**config.mk**
```make
export PLATFORM = sky130hd
export DESIGN_NAME = uart_rx_fifo
export DESIGN_NICKNAME = d
export VERILOG_FILES = /design/src/rtl/uart_rx_fifo.sv
export SDC_FILE = /design/constraint.sdc
export NUM_CORES = 1
export LEC_CHECK = 0
export CORE_MARGIN = 2
export CORE_UTILIZATION = 40
export CTS_BUF_LIST = sky130_fd_sc_hd__clkbuf_4 sky130_fd_sc_hd__clkbuf_8
export DETAILED_ROUTE_END_ITERATION = 12
export HOLD_SLACK_MARGIN = 0.1
export SLEW_MARGIN = 15
export SYNTH_ARGS = -nofsm -noshare
export SYNTH_HDL_FRONTEND = slang
export SYNTH_SLANG_ARGS = --single-unit
```
**constraint.sdc**
```tcl
create_clock -name clk -period 3.3 [get_ports clk]
set_input_delay 0.66 -clock clk [delete_from_list [all_inputs] [get_ports clk]]
set_output_delay 0.66 -clock clk [all_outputs]
set_load 0.02 [all_outputs]
```
**src/rtl/uart_rx_fifo.sv**
```systemverilog
// uart_rx_fifo
// ----------------------------------------------------------------------------
// 8N1 UART receiver with a small show-ahead receive FIFO.
//
// The serial line is brought into the clock domain by a 2-FF synchronizer.
// A five-state FSM (IDLE, START, DATA, STOP, WAIT_HIGH) finds the start edge,
// confirms it at mid-bit, then samples eight data bits LSB first and the stop
// bit at bit centres. Good bytes go into the FIFO. Framing errors and FIFO
// overruns are reported as single-cycle pulses.
//
// Optional build macro: UART_RX_PARITY_EN
//   When defined, a PARITY state between DATA and STOP samples a ninth bit.
//   PARITY_ODD selects the parity sense (0 = even, 1 = odd). A parity mismatch
//   discards the byte and raises frame_err_o after the stop bit.
//   When undefined, the frame is strict 8N1.
//
// Parameters:
//   CLK_FREQ    system clock frequency in Hz
//   BAUDRATE    line rate in bit/s (BAUD_DIV = CLK_FREQ / BAUDRATE)
//   FIFO_DEPTH  receive FIFO entries, power of two, >= 2
//
// Ports:
//   clk          system clock, rising edge
//   rst          asynchronous active-high reset
//   uart_rx_i    serial input, idles high, asynchronous to clk
//   rx_data_o    FIFO head byte, meaningful while rx_valid_o = 1
//   rx_valid_o   FIFO not empty
//   rx_ready_i   consumer pops the head when rx_valid_o & rx_ready_i
//   frame_err_o  one-cycle pulse: bad stop bit (or parity mismatch)
//   overrun_o    one-cycle pulse: completed byte dropped, FIFO full
//   busy_o       receiver FSM not idle
// ----------------------------------------------------------------------------
module uart_rx_fifo #(
    parameter int unsigned CLK_FREQ   = 100000000,
    parameter int unsigned BAUDRATE   = 115200,
    parameter int unsigned FIFO_DEPTH = 4
`ifdef UART_RX_PARITY_EN
    ,
    parameter bit          PARITY_ODD = 1'b0
`endif
) (
    input  logic       clk,
    input  logic       rst,
    input  logic       uart_rx_i,
    output logic [7:0] rx_data_o,
    output logic       rx_valid_o,
    input  logic       rx_ready_i,
    output logic       frame_err_o,
    output logic       overrun_o,
    output logic       busy_o
);

    localparam int unsigned BAUD_DIV = CLK_FREQ / BAUDRATE;
    localparam int unsigned HALF_DIV = BAUD_DIV / 2;
    localparam int unsigned CNT_W    = (BAUD_DIV > 1) ? $clog2(BAUD_DIV) : 1;
    localparam int unsigned AW       = $clog2(FIFO_DEPTH);

    localparam logic [CNT_W-1:0] BAUD_LAST = CNT_W'(BAUD_DIV - 1);
    localparam logic [CNT_W-1:0] HALF_LAST = CNT_W'(HALF_DIV - 1);

    typedef enum logic [2:0] {
        StIdle,
        StStart,
        StData,
`ifdef UART_RX_PARITY_EN
        StParity,
`endif
        StStop,
        StWaitHigh
    } state_e;

    // ------------------------------------------------------------------------
    // Input synchronizer. Both stages reset to the idle-high line level, so
    // reset never looks like a start edge.
    // ------------------------------------------------------------------------
    logic rx_meta_q;
    logic rxs_q;

    always_ff @(posedge clk or posedge rst) begin
        if (rst) begin
            rx_meta_q <= 1'b1;
            rxs_q     <= 1'b1;
        end else begin
            rx_meta_q <= uart_rx_i;
            rxs_q     <= rx_meta_q;
        end
    end

    // ------------------------------------------------------------------------
    // Receiver FSM
    // ------------------------------------------------------------------------
    state_e           state_q, state_d;
    logic [CNT_W-1:0] cnt_q, cnt_d;
    logic [2:0]       bit_idx_q, bit_idx_d;
    logic [7:0]       shift_q, shift_d;
    logic             frame_err_q, frame_err_d;
    logic             byte_done;
`ifdef UART_RX_PARITY_EN
    logic             par_err_q, par_err_d;
`endif

    always_comb begin
        state_d     = state_q;
        cnt_d       = cnt_q + 1'b1;
        bit_idx_d   = bit_idx_q;
        shift_d     = shift_q;
        frame_err_d = 1'b0;
        byte_done   = 1'b0;
`ifdef UART_RX_PARITY_EN
        par_err_d   = par_err_q;
`endif

        unique case (state_q)
            StIdle: begin
                cnt_d = '0;
                if (!rxs_q) begin
                    state_d = StStart;
                end
            end

            // Re-check the line at mid start bit; a high level means the
            // falling edge was a glitch and is silently dropped.
            StStart: begin
                if (cnt_q == HALF_LAST) begin
                    cnt_d     = '0;
                    bit_idx_d = '0;
                    state_d   = rxs_q ? StIdle : StData;
                end
            end

            StData: begin
                if (cnt_q == BAUD_LAST) begin
                    cnt_d     = '0;
                    shift_d   = {rxs_q, shift_q[7:1]};
                    bit_idx_d = bit_idx_q + 3'd1;
                    if (bit_idx_q == 3'd7) begin
`ifdef UART_RX_PARITY_EN
                        state_d = StParity;
`else
                        state_d = StStop;
`endif
                    end
                end
            end

`ifdef UART_RX_PARITY_EN
            // XOR over data plus parity bit is 0 for even parity, 1 for odd.
            StParity: begin
                if (cnt_q == BAUD_LAST) begin
                    cnt_d     = '0;
                    par_err_d = ((^shift_q) ^ rxs_q) != PARITY_ODD;
                    state_d   = StStop;
                end
            end
`endif

            StStop: begin
                if (cnt_q == BAUD_LAST) begin
                    cnt_d = '0;
                    if (rxs_q) begin
                        state_d = StIdle;
`ifdef UART_RX_PARITY_EN
                        if (par_err_q) begin
                            frame_err_d = 1'b1;
                        end else begin
                            byte_done = 1'b1;
                        end
`else
                        byte_done = 1'b1;
`endif
                    end else begin
                        // Low stop bit: wait for the line to recover so a
                        // break reports a single error, not a stream of them.
                        frame_err_d = 1'b1;
                        state_d     = StWaitHigh;
                    end
                end
            end

            StWaitHigh: begin
                cnt_d = '0;
                if (rxs_q) begin
                    state_d = StIdle;
                end
            end

            default: begin
                cnt_d   = '0;
                state_d = StIdle;
            end
        endcase
    end

    always_ff @(posedge clk or posedge rst) begin
        if (rst) begin
            state_q     <= StIdle;
            cnt_q       <= '0;
            bit_idx_q   <= '0;
            shift_q     <= '0;
            frame_err_q <= 1'b0;
        end else begin
            state_q     <= state_d;
            cnt_q       <= cnt_d;
            bit_idx_q   <= bit_idx_d;
            shift_q     <= shift_d;
            frame_err_q <= frame_err_d;
        end
    end

`ifdef UART_RX_PARITY_EN
    always_ff @(posedge clk or posedge rst) begin
        if (rst) begin
            par_err_q <= 1'b0;
        end else begin
            par_err_q <= par_err_d;
        end
    end
`endif

    // ------------------------------------------------------------------------
    // Receive FIFO. Pointers carry an extra wrap bit to tell full from empty.
    // ------------------------------------------------------------------------
    logic [7:0]  mem_q [FIFO_DEPTH];
    logic [AW:0] wr_ptr_q, rd_ptr_q;
    logic        fifo_empty;
    logic        fifo_full;
    logic        do_pop;
    logic        do_push;
    logic        overrun_q, overrun_d;

    assign fifo_empty = (wr_ptr_q == rd_ptr_q);
    assign fifo_full  = (wr_ptr_q[AW] != rd_ptr_q[AW]) &&
                        (wr_ptr_q[AW-1:0] == rd_ptr_q[AW-1:0]);

    // A pop in the same cycle frees the slot a full FIFO needs for the write.
    assign do_pop    = !fifo_empty && rx_ready_i;
    assign do_push   = byte_done && (!fifo_full || do_pop);
    assign overrun_d = byte_done && fifo_full && !do_pop;

    always_ff @(posedge clk or posedge rst) begin
        if (rst) begin
            wr_ptr_q  <= '0;
            rd_ptr_q  <= '0;
            overrun_q <= 1'b0;
        end else begin
            if (do_push) begin
                wr_ptr_q <= wr_ptr_q + 1'b1;
            end
            if (do_pop) begin
                rd_ptr_q <= rd_ptr_q + 1'b1;
            end
            overrun_q <= overrun_d;
        end
    end

    // Storage needs no reset; the read side is masked while empty.
    always_ff @(posedge clk) begin
        if (do_push) begin
            mem_q[wr_ptr_q[AW-1:0]] <= shift_q;
        end
    end

    // ------------------------------------------------------------------------
    // Outputs
    // ------------------------------------------------------------------------
    assign rx_valid_o  = !fifo_empty;
    assign rx_data_o   = fifo_empty ? 8'h00 : mem_q[rd_ptr_q[AW-1:0]];
    assign frame_err_o = frame_err_q;
    assign overrun_o   = overrun_q;
    assign busy_o      = (state_q != StIdle);

endmodule

```
Yosys cells after proc, flatten, opt, wreduce, memory -nomap -nowiden. Memories as Yosys holds them, arrays and structs flattened. Index checks and enable logic that the tools add are counted.

$add $sub $neg: 4. Equality and inequality tests: 16. Mux-type cells: 24. Reduce and logical (&&, ||, !) cells: 16.

Operators by type and width (count): $mux 3 (9); $mux 10 (2); $pmux 10 s2 (1); $pmux 3 s5 (1); $ne 2x2->1 const B (6); $add 10x1->10 const B (1); $eq 10x10->1 const B (1); $eq 10x9->1 const B (1); $add 3x1->3 const B (3); $mux 1 (8); $mux 8 (1); $eq 3x2->1 const B (2); $eq 3x3->1 const B (2); $pmux 3 s2 (1); $reduce_and 6->1 (1); $logic_and 1x1->1 (5); $eq 3x1->1 const B (1); $eq 3x3->1 (1); $logic_not 1->1 (3); $logic_not 3->1 (1); $reduce_and 3->1 (1); $reduce_bool 3->1 (1); $eq 2x2->1 (1); $mux 2 (1); other kinds (5) (5).

Bits in registers: 34. Memory bits (writable): 32. Output and inout port bits: 12. Logic and storage cells: 71. Memories: 1.

Memory list: mem_q (words 4, width 8, read ports 1, clocked after Yosys merged registers in 0, wr ports 1, line 223) `logic [7:0] mem_q [FIFO_DEPTH];`.

Longest topological paths before layout. Gate-level depths: netlist of the first run.

Depth after elaboration: 7. Gate-level depth with buffers: 6. Mapped depth without buffers: 6.

Worst setup path after synthesis of the first run. OpenSTA, ideal clock, no wires.

Path type: register -> output. Start point: reg rd_ptr_q[1]. End point: out rx_data_o[0]. Arrival time: 1387 ps. Setup slack: 1253 ps. Cell stages (with the launch flop): 6. Cells stage by stage: dfrtp_1 > buf_4 > xnor2_1 > nand3b_1 > clkbuf_1 > and2_1.

Longest elaborated chain between the ends: 2. Elaborated cells between the ends (all ways): 3.

Ends and longest elaborated chain: start, declared (line 224) `logic [AW:0] wr_ptr_q, rd_ptr_q;`; start signal, assigned (line 250) `rd_ptr_q <= rd_ptr_q + 1'b1;`; $mem_v2 4x8 or $eq 3x3->1 (tied branches); $mux 8 (*) (line 267) `assign rx_data_o = fifo_empty ? 8'h00 : mem_q[rd_ptr_q[AW-1:0]];`; end, declared (line 45) `output logic [7:0] rx_data_o,`.

Mark *: on every way between the ends. The rest lies on a longest branch, timed or not.

Worst setup path in the final report of the first run.
Start point: reg rd_ptr_q[1]. End point: out rx_data_o[5].

The elaborated chain is that of the path after synthesis.

==> results of run 1 <==
power by group through the flow:
stage / Sequential [mW] / Clock (mW) / Combinational, mW
3_5_place_dp: 0.931 / 0 / 0.465
3_3_place_gp: 0.931 / 0 / 0.458
5_1_grt: 0.918 / 0.783 / 0.495
2_1_floorplan: 0.908 / 0 / 0.341
4_1_cts: 0.914 / 0.751 / 0.466
6_report: 0.913 / 0.729 / 0.457
path summary, 6_finish.rpt:
path / end / depth (start not counted)
max: rx_data_o[5] / 4
min reg2reg: rxs_q / 0
max reg2reg: mem_q[2][5] / 4
min in group asynchronous: shift_q[3] / 3
max in group asynchronous: rxs_q / 3
min: rxs_q / 0
per-stage QoR:
step / setup slack, ns / utilization [%] / instances / total power, mW
6_report: 0.3713 / 47.79 / 326 / 2.099
5_1_grt: 0.1610 / 47.79 / 326 / 2.197
4_1_cts: 0.2817 / 47.79 / 326 / 2.131
3_5_place_dp: 0.6558 / 44.76 / 310 / 1.396
3_3_place_gp: 0.7287 / 44.76 / 310 / 1.389
2_1_floorplan: 1.253 / - / 197 / 1.248
cells by family (layout without fill, tap and decap cells):
logic type               after synthesis  in the layout
AND/OR/NAND/NOR                       68             68
XOR/XNOR                              15             15
AO/OA/AOI/OAI                          8              8
flip-flops                            66             66
adder cells (fa/ha/maj)                9              9
buffers and inverters                 10             40
multiplexers                          21             21
metal layers:
layer  up-vias  share of wire, %  wire length [um]
met5         -                 0                 0
met4         0               1.5                70
met3         9               3.1               146
met2        33                49              2296
met1       783                46              2139
li1        773                 -                 -
placed cells by master, fill, tap and decap left out, types with 2 or more instances in the layout:
cell type and count:
and2_1 11, and3_1 3, and4bb_2 2, buf_4 3, bufinv_16 2, clkbuf_8 9, clkdlybuf4s50_1 15, clkinv_2 2
clkinvlp_4 2, dfrtp_1 32, dfstp_2 2, edfxtp_1 32, ha_1 9, inv_1 6, mux2_2 12, mux4_2 8
nand2_1 11, nand3_1 8, nand4_1 3, nor2_1 16, xnor2_1 8, xor2_1 7
critical path, stage by stage (launching register included):
cell and delay, ns:
dfrtp_1 0.63, xnor2_1 0.19, nand3b_1 0.32, and2_1 0.26, clkdlybuf4s50_1 0.53
state kept, by name (all words and copies together), names as in the netlist:
name and count:
rd_ptr_q 3, mem_q 32, bit_idx_q 3, rxs_q 1, wr_ptr_q 3, state_q 3, cnt_q 10, shift_q 8
overrun_o 1, rx_meta_q 1, frame_err_o 1
cell type report:
cell class	count	area, um2
Sequential cell	66	1814
Inverter	6	22.52
Fill cell	639	3746
Clock buffer	9	123.9
Clock inverter	7	93.84
Timing Repair Buffer	18	172.7
Tap cell	99	123.9
Multi-Input combinational cell	121	1079
synth_stat cells, drive strengths merged:
library cell,count
dfrtp,32
edfxtp,32
nor2,17
mux2,13
and2,12
nand2,11
ha,9
mux4,8
nand3,8
xnor2,8
xor2,7
inv,6
nand4,4
and3,3
and4bb,3
buf,3
nor3b,3
dfstp,2
nor3,2
a21oi,1
a221oi,1
a22oi,1
a311oi,1
and2b,1
and4,1
and4b,1
clkbuf,1
nand3b,1
o21ai,1
o22a,1
o32ai,1
o41a,1
or3,1
==> run metrics, run 1 <==
R2R Setup Slk=1.18 ns; Syn Area/Cell=roughly 15 um2; Antenna Nets Post-Route=0; Power Dens Cells=around 600 nW/um2; Finish-stage setup viols=0; final hold slack=0.3573 ns; Post-CTS Setup Bufs=0; Die Span Y=between 80 and 90 um; htree depth=3; Total Routing Usage GR=roughly 13%; PortBufs=15; GPL Wtd Cong=0.7367; Synth area leader=edfxtp_1; grt peak-use layer=met2; Worst setup EP type=primary output; Starting Density=41.05%; top post-synthesis cells by area=edfxtp_1 33%, dfrtp_1 27%, mux4_2 6.1%; worst hold-check path type=reg2reg; Layout Area Growth over Synthesis=16.44%; fmax=between 300 and 400 MHz; Critical Path Source=rd_ptr_q[1]; top cell type's share of synthesized area=around a third; core box area=between 7000 and 8000 um2; peak supply drop=between 0.0002 and 0.00025 V; XOR/XNOR Fraction of Synth Area=under 10%; drt initial violations=between 100 and 150; PostCTS Resize Cnt=0; Final Hold Fails=0; Gate power share=around 22%; Row Count=31; sequential share of the synthesized area=about three fifths; mux share of post-synthesis cell area=11.09%; later-pin clock latency in the skew report=between 0.3 and 0.4 ns; WL/cell=roughly 14 um; Die ar.=8066 um2; post-synthesis cell type count=between 40 and 50; critical path class=reg2out; share of cells above drive strength 1=between 20% and 30%; Area after DPL=around 3200 um2; fin nets=235; worst flop-to-flop path startpoint=rd_ptr_q[1]; met2 Use GR=20.83%; syn_nets=210; final instance area=3430 um2; antenna violations before repair=0; Worst Path Max Fanout=11; Crit path arrival time=about 2.3 ns; largest family of logic cells by synthesized area=simple AND/OR/NAND/NOR gates; Avg Vias per Cell=roughly 5; Critical Path Source Type=register; NetSw=approximately 540 uW; vias in the first global route=between 1500 and 2000; CP required=around 2.6 ns; worst-margin pin slew=roughly 0.49 ns; Synth Area in Compound Gates=~3.0%; WL final=around 4.7 mm; global-route wire length before repair=between 7 and 8 mm; register share of total power=approximately 44%; GR Layer Usage met3=about 3.8%; # diodes=0; Hold Buf Count CTS=0; Adder-Cell Fraction of Synth Area=under 10%; I/O pins=16; post-synthesis cell area=2945 um2; Post-DP HPWL=approximately 3.1 mm; cts bufs inserted=9; synthesized flop and latch total=66; Pleak=1.393 nW; Mapped Cells=197; skew final=between 0.008 and 0.009 ns; met1 Track Usage GR=between 10% and 20%; area share of and/or/nand/nor cells after synthesis=14.27%; Via Count=~1600; Die Span X=89.81 um; CTS tree=built; Clock Pin Slew Worst Setup and Hold Paths=roughly 0.07 ns; pin count of the biggest net entering global routing=35; Period minus WS final=a little under 3 ns; Ys Warns=0; max capacitance violation total=0; DR pass1 iterations=4; Int Power=approximately 1.6 mW; total negative slack=0 ns; Hold Startpoint=rx_meta_q; Sink Count=66; sw frac=between 20% and 30%; max-slew violations=0; slew margin rel.=about two thirds; # DRC=0; status=completed; Max clock buf depth=2; clk root buf=clkbuf_8; Clk pwr share=34.7%; Final period util=88.75%; RSZ-0062 raised after global routing=no; grt ovf=0
No activity file was read; power rests on OpenSTA's default activity.
==> run 2, diff against run 1 <==
--- a/config.mk
+++ b/config.mk
@@ -7,2 +7,3 @@
 export LEC_CHECK = 0
+export CAP_MARGIN = 5
 export CORE_MARGIN = 2
==> constraint.sdc (replaced) <==
create_clock -name clk -period 3.3 [get_ports clk]
set_input_delay 0.33 -clock clk [delete_from_list [all_inputs] [get_ports clk]]
set_output_delay 0.33 -clock clk [all_outputs]
set_load 0.02 [all_outputs]
==> run 2 against run 1 <==
Utilization down 0.82 points. Sequential power up 3.6%. First-iteration DRC count up 3.6%. Worst setup slack better by 0.22 ns. Clock power down 21%. Non-clock buffer count down 1. Final area down 1.7%. Count of clock-buffer cells in the layout up 1. Via count down 0.19%. Global-route usage down 0.24 points. Largest cell class unchanged.
==> run metrics, run 2 (synthesis results as in run 1) <==
status=completed; Die Span X=89.81 um (unchanged); htree depth=3 (unchanged); CTS tree=built; peak supply drop=0.0002009 V (-0.67%); Finish-stage setup viols=0 (unchanged); WL final=4.614 mm (-0.84%); Worst setup EP type=primary output; FF-to-FF path depth=4 (unchanged); Starting Density=41.05% (unchanged); Hold Buf Count CTS=0 (unchanged); Total Routing Usage GR=12.58% (-0.24 points); # diodes=0 (unchanged); PostCTS Resize Cnt=0 (unchanged); Die Span Y=89.81 um (unchanged); Critical Path Source Type=register; share of cells above drive strength 1=21.68% (-1.2 points); commonest non-fill, non-tap cells in the layout=32 x dfrtp_1, 32 x edfxtp_1, 16 x nor2_1; antenna violations before repair=0 (unchanged); PortBufs=15 (unchanged); Final Hold Fails=0 (unchanged); drt initial violations=116 (+3.6%); Power Dens Cells=573.3 nW/um2 (-6.3%); I/O pins=16 (unchanged); Die ar.=8066 um2 (unchanged); Critical Path Source=rd_ptr_q[0]; Layout Area Growth over Synthesis=14.44%; Avg Vias per Cell=4.908 (+0.12%); grt ovf=0 (unchanged); Sink Count=66 (unchanged); total negative slack=0 ns (unchanged); later-pin clock latency in the skew report=0.34 ns (about the same); worst hold-check path type=reg2reg; Worst Slack Setup Final=0.5909 ns (+0.2196 ns); Clock Pin Slew Worst Setup and Hold Paths=0.07 ns (about the same); Row Count=31 (unchanged); Post-CTS Setup Bufs=0 (unchanged); max reg flops=32 (unchanged); slowest CP cell=dfrtp_1; core box area=7176 um2 (unchanged); R2R Setup Slk=1.00 ns (-0.18 ns); Post-DP HPWL=3.037 mm (-2.8%); final hold slack=0.3573 ns (-0.00001900 ns); clk root buf=clkbuf_8; vias in the first global route=1636 (-0.55%); worst slack, placed=0.9194 ns (+0.2636 ns); Antenna Nets Post-Route=0 (unchanged); Pleak=1.360 nW (-2.4%); fillers=659 (+3.1%); crit-path cells=xnor2_1, nand3b_1, and2_1, clkdlybuf4s50_1; max capacitance violation total=0 (unchanged); cts bufs inserted=9 (unchanged); Reg-to-Reg End=mem_q[0][1]; crit path to=rx_data_o[4]; WL/cell=14.20 um (-0.53%); fmax=369.1 MHz (+8.1%); fin nets=234 (-0.43%); pin count of the biggest net entering global routing=35 (unchanged); Final period util=82.09% (-6.7 points); critical path class=reg2out; Via Count=1595 (-0.19%); Period minus WS final=2.709 ns (-0.2196 ns); # DRC=0 (unchanged); slew margin rel.=57.60% (-9.5 points); GPL Wtd Cong=0.7365 (about the same); Worst Path Max Fanout=11 (unchanged); global-route wire length before repair=7.838 mm (-1.7%); CP required=2.97 ns (+0.33 ns); Crit path arrival time=2.38 ns (+0.11 ns); DR pass1 iterations=4 (unchanged); Hold Startpoint=rx_meta_q; worst-margin pin slew=0.6360 ns (+0.1429 ns); Max clock buf depth=2 (unchanged); skew final=0.007892 ns (-0.0002430 ns); max-slew violations=0 (unchanged); worst flop-to-flop path startpoint=rd_ptr_q[0]; Max stage delay on crit path=0.75 ns (+0.12 ns); RSZ-0062 raised after global routing=no
[run 2: cell types whose count changed in the layout (fill, tap and decap cells not counted), sizes merged]
cell	before	now
buf	3	2
bufinv	2	0
clkbuf	9	10
clkinvlp	2	3
[run 2: how the worst min path moves through the flow]
stage | end | slack (ns) | cells past startpoint
CTS | rxs_q | 0.36 | 0
global placement | rxs_q | 0.35 | 0
detailed placement | rxs_q | 0.35 | 0
finish | rxs_q | 0.36 | 0
floorplan | rx_meta_q | 0.33 | 0
global route | rxs_q | 0.36 | 0
[run 2: where the power goes]
group	internal (mW)	switching, mW	total, mW	leakage [nW]
Combinational	0.245	0.162	0.408	0.512
Clock	0.274	0.305	0.579	0.0768
Sequential	0.878	0.0680	0.946	0.770
Total	1.40	0.536	1.93	1.36
[run 2: worst max-delay path: cells and delay by family (launching register included)]
kind	cells	cell delay [ns]
xor+xnor	1	0.20
buf+inv	1	0.53
flops	1	0.75
simple gates	2	0.55
[run 2: metal layers]
layer  vias up  global-route usage (%)  routed length, um
li1        770                       -                  -
met3         8                   2.766                140
met2        24                   20.52               2215
met1       793                   15.91               2154
met4         0                   6.410                104
met5         -                       0                  0
[run 2: layout make-up]
class / count / area, um2 / area share (%)
sequential: 66 / 1814 / 53.82
multi-input combinational: 121 / 1079 / 32.00
timing repair buffer: 17 / 165.2 / 4.900
clock buffer: 10 / 131.4 / 3.898
tap: 99 / 123.9 / 3.675
clock inverter: 6 / 35.03 / 1.039
inverter: 6 / 22.52 / 0.6682
[run 2: stage by stage]
step | std cells | util (%) | total power, mW | area (um2)
global placement | 309 | 44.66 | 1.379 | 3204
finish | 325 | 46.97 | 1.933 | 3371
detailed placement | 309 | 44.66 | 1.381 | 3204
CTS | 325 | 46.97 | 1.962 | 3371
floorplan | 197 | - | 1.248 | 2945
global route | 325 | 46.97 | 2.018 | 3371
==> run 3, diff against run 2 <==
Clock period 3.3 ns to 2.2 ns, I/O delays scaled along.
==> run 3 against run 2 <==
Sequential power increased by 42%. Combinational power increased by 74%. Sequential cell count unchanged. Clock power grew 88%. Wire length is 4.3% higher. Hold slack lost 0.090 ns. Register-to-register slack worse by 0.85 ns. Global-route usage is 0.58 points higher. Utilization is 1.8 points higher. First-iteration DRC count fell by 50%. Worst setup slack got worse by 0.45 ns. Largest cell class unchanged. Largest power group unchanged. Highest routed layer unchanged.
==> run metrics, run 3 (synthesis results as in run 1) <==
status=completed; Power Dens Cells=899.2 nW/um2 (+57%); Via Count=1608 (+0.82%); Avg Vias per Cell=4.800 (-2.2%); R2R Setup Slk=0.15 ns (-0.85 ns); register share of total power=42.7% (-6.2 points); antenna violations before repair=0 (unchanged); PortBufs=15 (unchanged); Final Hold Fails=0 (unchanged); Post-DP HPWL=3.249 mm (+7.0%); DR pass1 iterations=4 (unchanged); Final period util=a little over 90%; Period minus WS final=approximately 2 ns; clk root buf=clkbuf_8; critical path class=reg2out; Total Routing Usage GR=13.16% (+0.58 points); Clock Pin Slew Worst Setup and Hold Paths=0.07 ns (about the same); Die ar.=8066 um2 (unchanged); Int Power=2.337 mW (+67%); worst hold-check path type=in2async; Hold Buf Count CTS=0 (unchanged); peak supply drop=0.0003074 V (+53%); # diodes=0 (unchanged); core box area=7176 um2 (unchanged); worst flop-to-flop path startpoint=cnt_q[1]; Post-Place Cells=317 (+2.6%); Starting Density=41.05% (unchanged); GPL Wtd Cong=0.7474 (+1.5%); Reg-to-Reg End=mem_q[2][2]; total negative slack=0 ns (unchanged); Sink Count=66 (unchanged); skew final=0.008569 ns (+0.0006766 ns); I/O pins=16 (unchanged); commonest non-fill, non-tap cells in the layout=32 x dfrtp_1, 32 x edfxtp_1, 16 x nor2_1; # DRC=0 (unchanged); Finished Layout Cells=335 (+3.1%); CP required=1.98 ns (-0.99 ns); vias in the first global route=1678 (+2.6%); max capacitance violation total=0 (unchanged); Pleak=1.474 nW (+8.4%); Gate power share=22.5% (+1.4 points); drt initial violations=58 (-50%); global-route wire length before repair=8.266 mm (+5.5%); CTS tree=built; grt ovf=0 (unchanged); WL final=4.811 mm (+4.3%); htree depth=3 (unchanged); Worst setup EP type=primary output; max reg flops=32 (unchanged); final instance area=3500 um2 (+3.8%); sw frac=25.74% (-2.0 points); Crit path arrival time=1.84 ns (-0.54 ns); Critical Path Source Type=register; worst-margin pin slew=0.4990 ns (-0.1370 ns); final hold slack=0.2678 ns (-0.08954 ns); FF-to-FF path depth=5 (+1); Row Count=31 (unchanged); cts bufs inserted=9 (unchanged); fmax=485.9 MHz; Clk pwr share=34.8% (+4.8 points); later-pin clock latency in the skew report=0.34 ns (about the same); slew margin rel.=66.73% (+9.1 points); fillers=639 (-3.0%); fin nets=244 (+4.3%); share of cells above drive strength 1=26.27% (+4.6 points); Die Span Y=89.81 um (unchanged); pin count of the biggest net entering global routing=35 (unchanged); WL/cell=14.36 um (+1.2%); NetSw=810.1 uW (+51%); Layout Area Growth over Synthesis=18.82%; Antenna Nets Post-Route=0 (unchanged); Max clock buf depth=2 (unchanged); Finish-stage setup viols=0 (unchanged); Worst Path Max Fanout=11 (unchanged); Die Span X=89.81 um (unchanged); RSZ-0062 raised after global routing=no; max-slew violations=0 (unchanged); Area after DPL=3277 um2 (+2.3%)
[run 3: cell count changes in the layout (fill, tap and decap cells not counted), sizes merged]
cell / previous run / this run
buf: 2 / 12
clkdlybuf4s50: 15 / 6
dlygate4sd2: 0 / 8
bufinv: 0 / 2
clkinvlp: 3 / 1
dlymetal6s2s: 0 / 1
[run 3: layout make-up]
cell class              instances  area [um2]  area share [%]
multi-input cells             121        1081           30.89
well taps                      99       123.9           3.540
inverters                       6       22.52          0.6435
clock inverters                 6       81.33           2.324
flip-flops and latches         66        1814           51.84
clock buffers                  10       131.4           3.754
repair buffers                 27       245.2           7.007
[run 3: critical path: stages (launching register included)]
cell,delay [ns]
dfrtp_1,0.37
buf_12,0.16
mux4_2,0.49
and2_1,0.17
dlygate4sd2_1,0.31
[run 3: power groups by stage]
stage | Combinational (mW) | Sequential (mW) | Clock, mW
4_1_cts | 0.726 | 1.34 | 1.12
3_5_place_dp | 0.766 | 1.37 | 0
3_3_place_gp | 0.767 | 1.37 | 0
6_report | 0.709 | 1.34 | 1.09
5_1_grt | 0.779 | 1.35 | 1.17
2_1_floorplan | 0.511 | 1.36 | 0
[run 3: worst max-delay path by stage]
stage,end,startpoint,cells past startpoint,slack [ns]
2_1_floorplan,mem_q[2][0],cnt_q[4],4,0.38
3_3_place_gp,mem_q[0][5],rx_ready_i,4,0.03
3_5_place_dp,mem_q[1][5],rx_ready_i,4,0.04
4_1_cts,mem_q[0][2],cnt_q[1],5,0.06
5_1_grt,mem_q[2][7],cnt_q[1],5,0.007
6_report,rx_data_o[6],rd_ptr_q[0],4,0.14
[run 3: routing by layer]
metal / global-route usage (%) / share of wire, %
met1: 17.52 / 48
met2: 20.58 / 47
met3: 2.850 / 3.3
met4: 6.538 / 1.8
met5: 0 / 0
[run 3: timing repair]
action	in CTS	in global routing
pin swaps	1	0
gates resized for setup	8	3
setup buffers	2	0
endpoints found under the hold margin	0	0
setup endpoints to repair	9	17
[run 3: per-stage QoR]
step / setup WS [ns] / util [%] / power (mW)
after floorplan: 0.3807 / - / 1.873
after global placement: 0.02532 / 45.67 / 2.136
after detailed placement: 0.03886 / 45.67 / 2.135
after CTS: 0.05739 / 48.70 / 3.190
after global routing: 0.007166 / 48.77 / 3.303
final: 0.1421 / 48.77 / 3.147
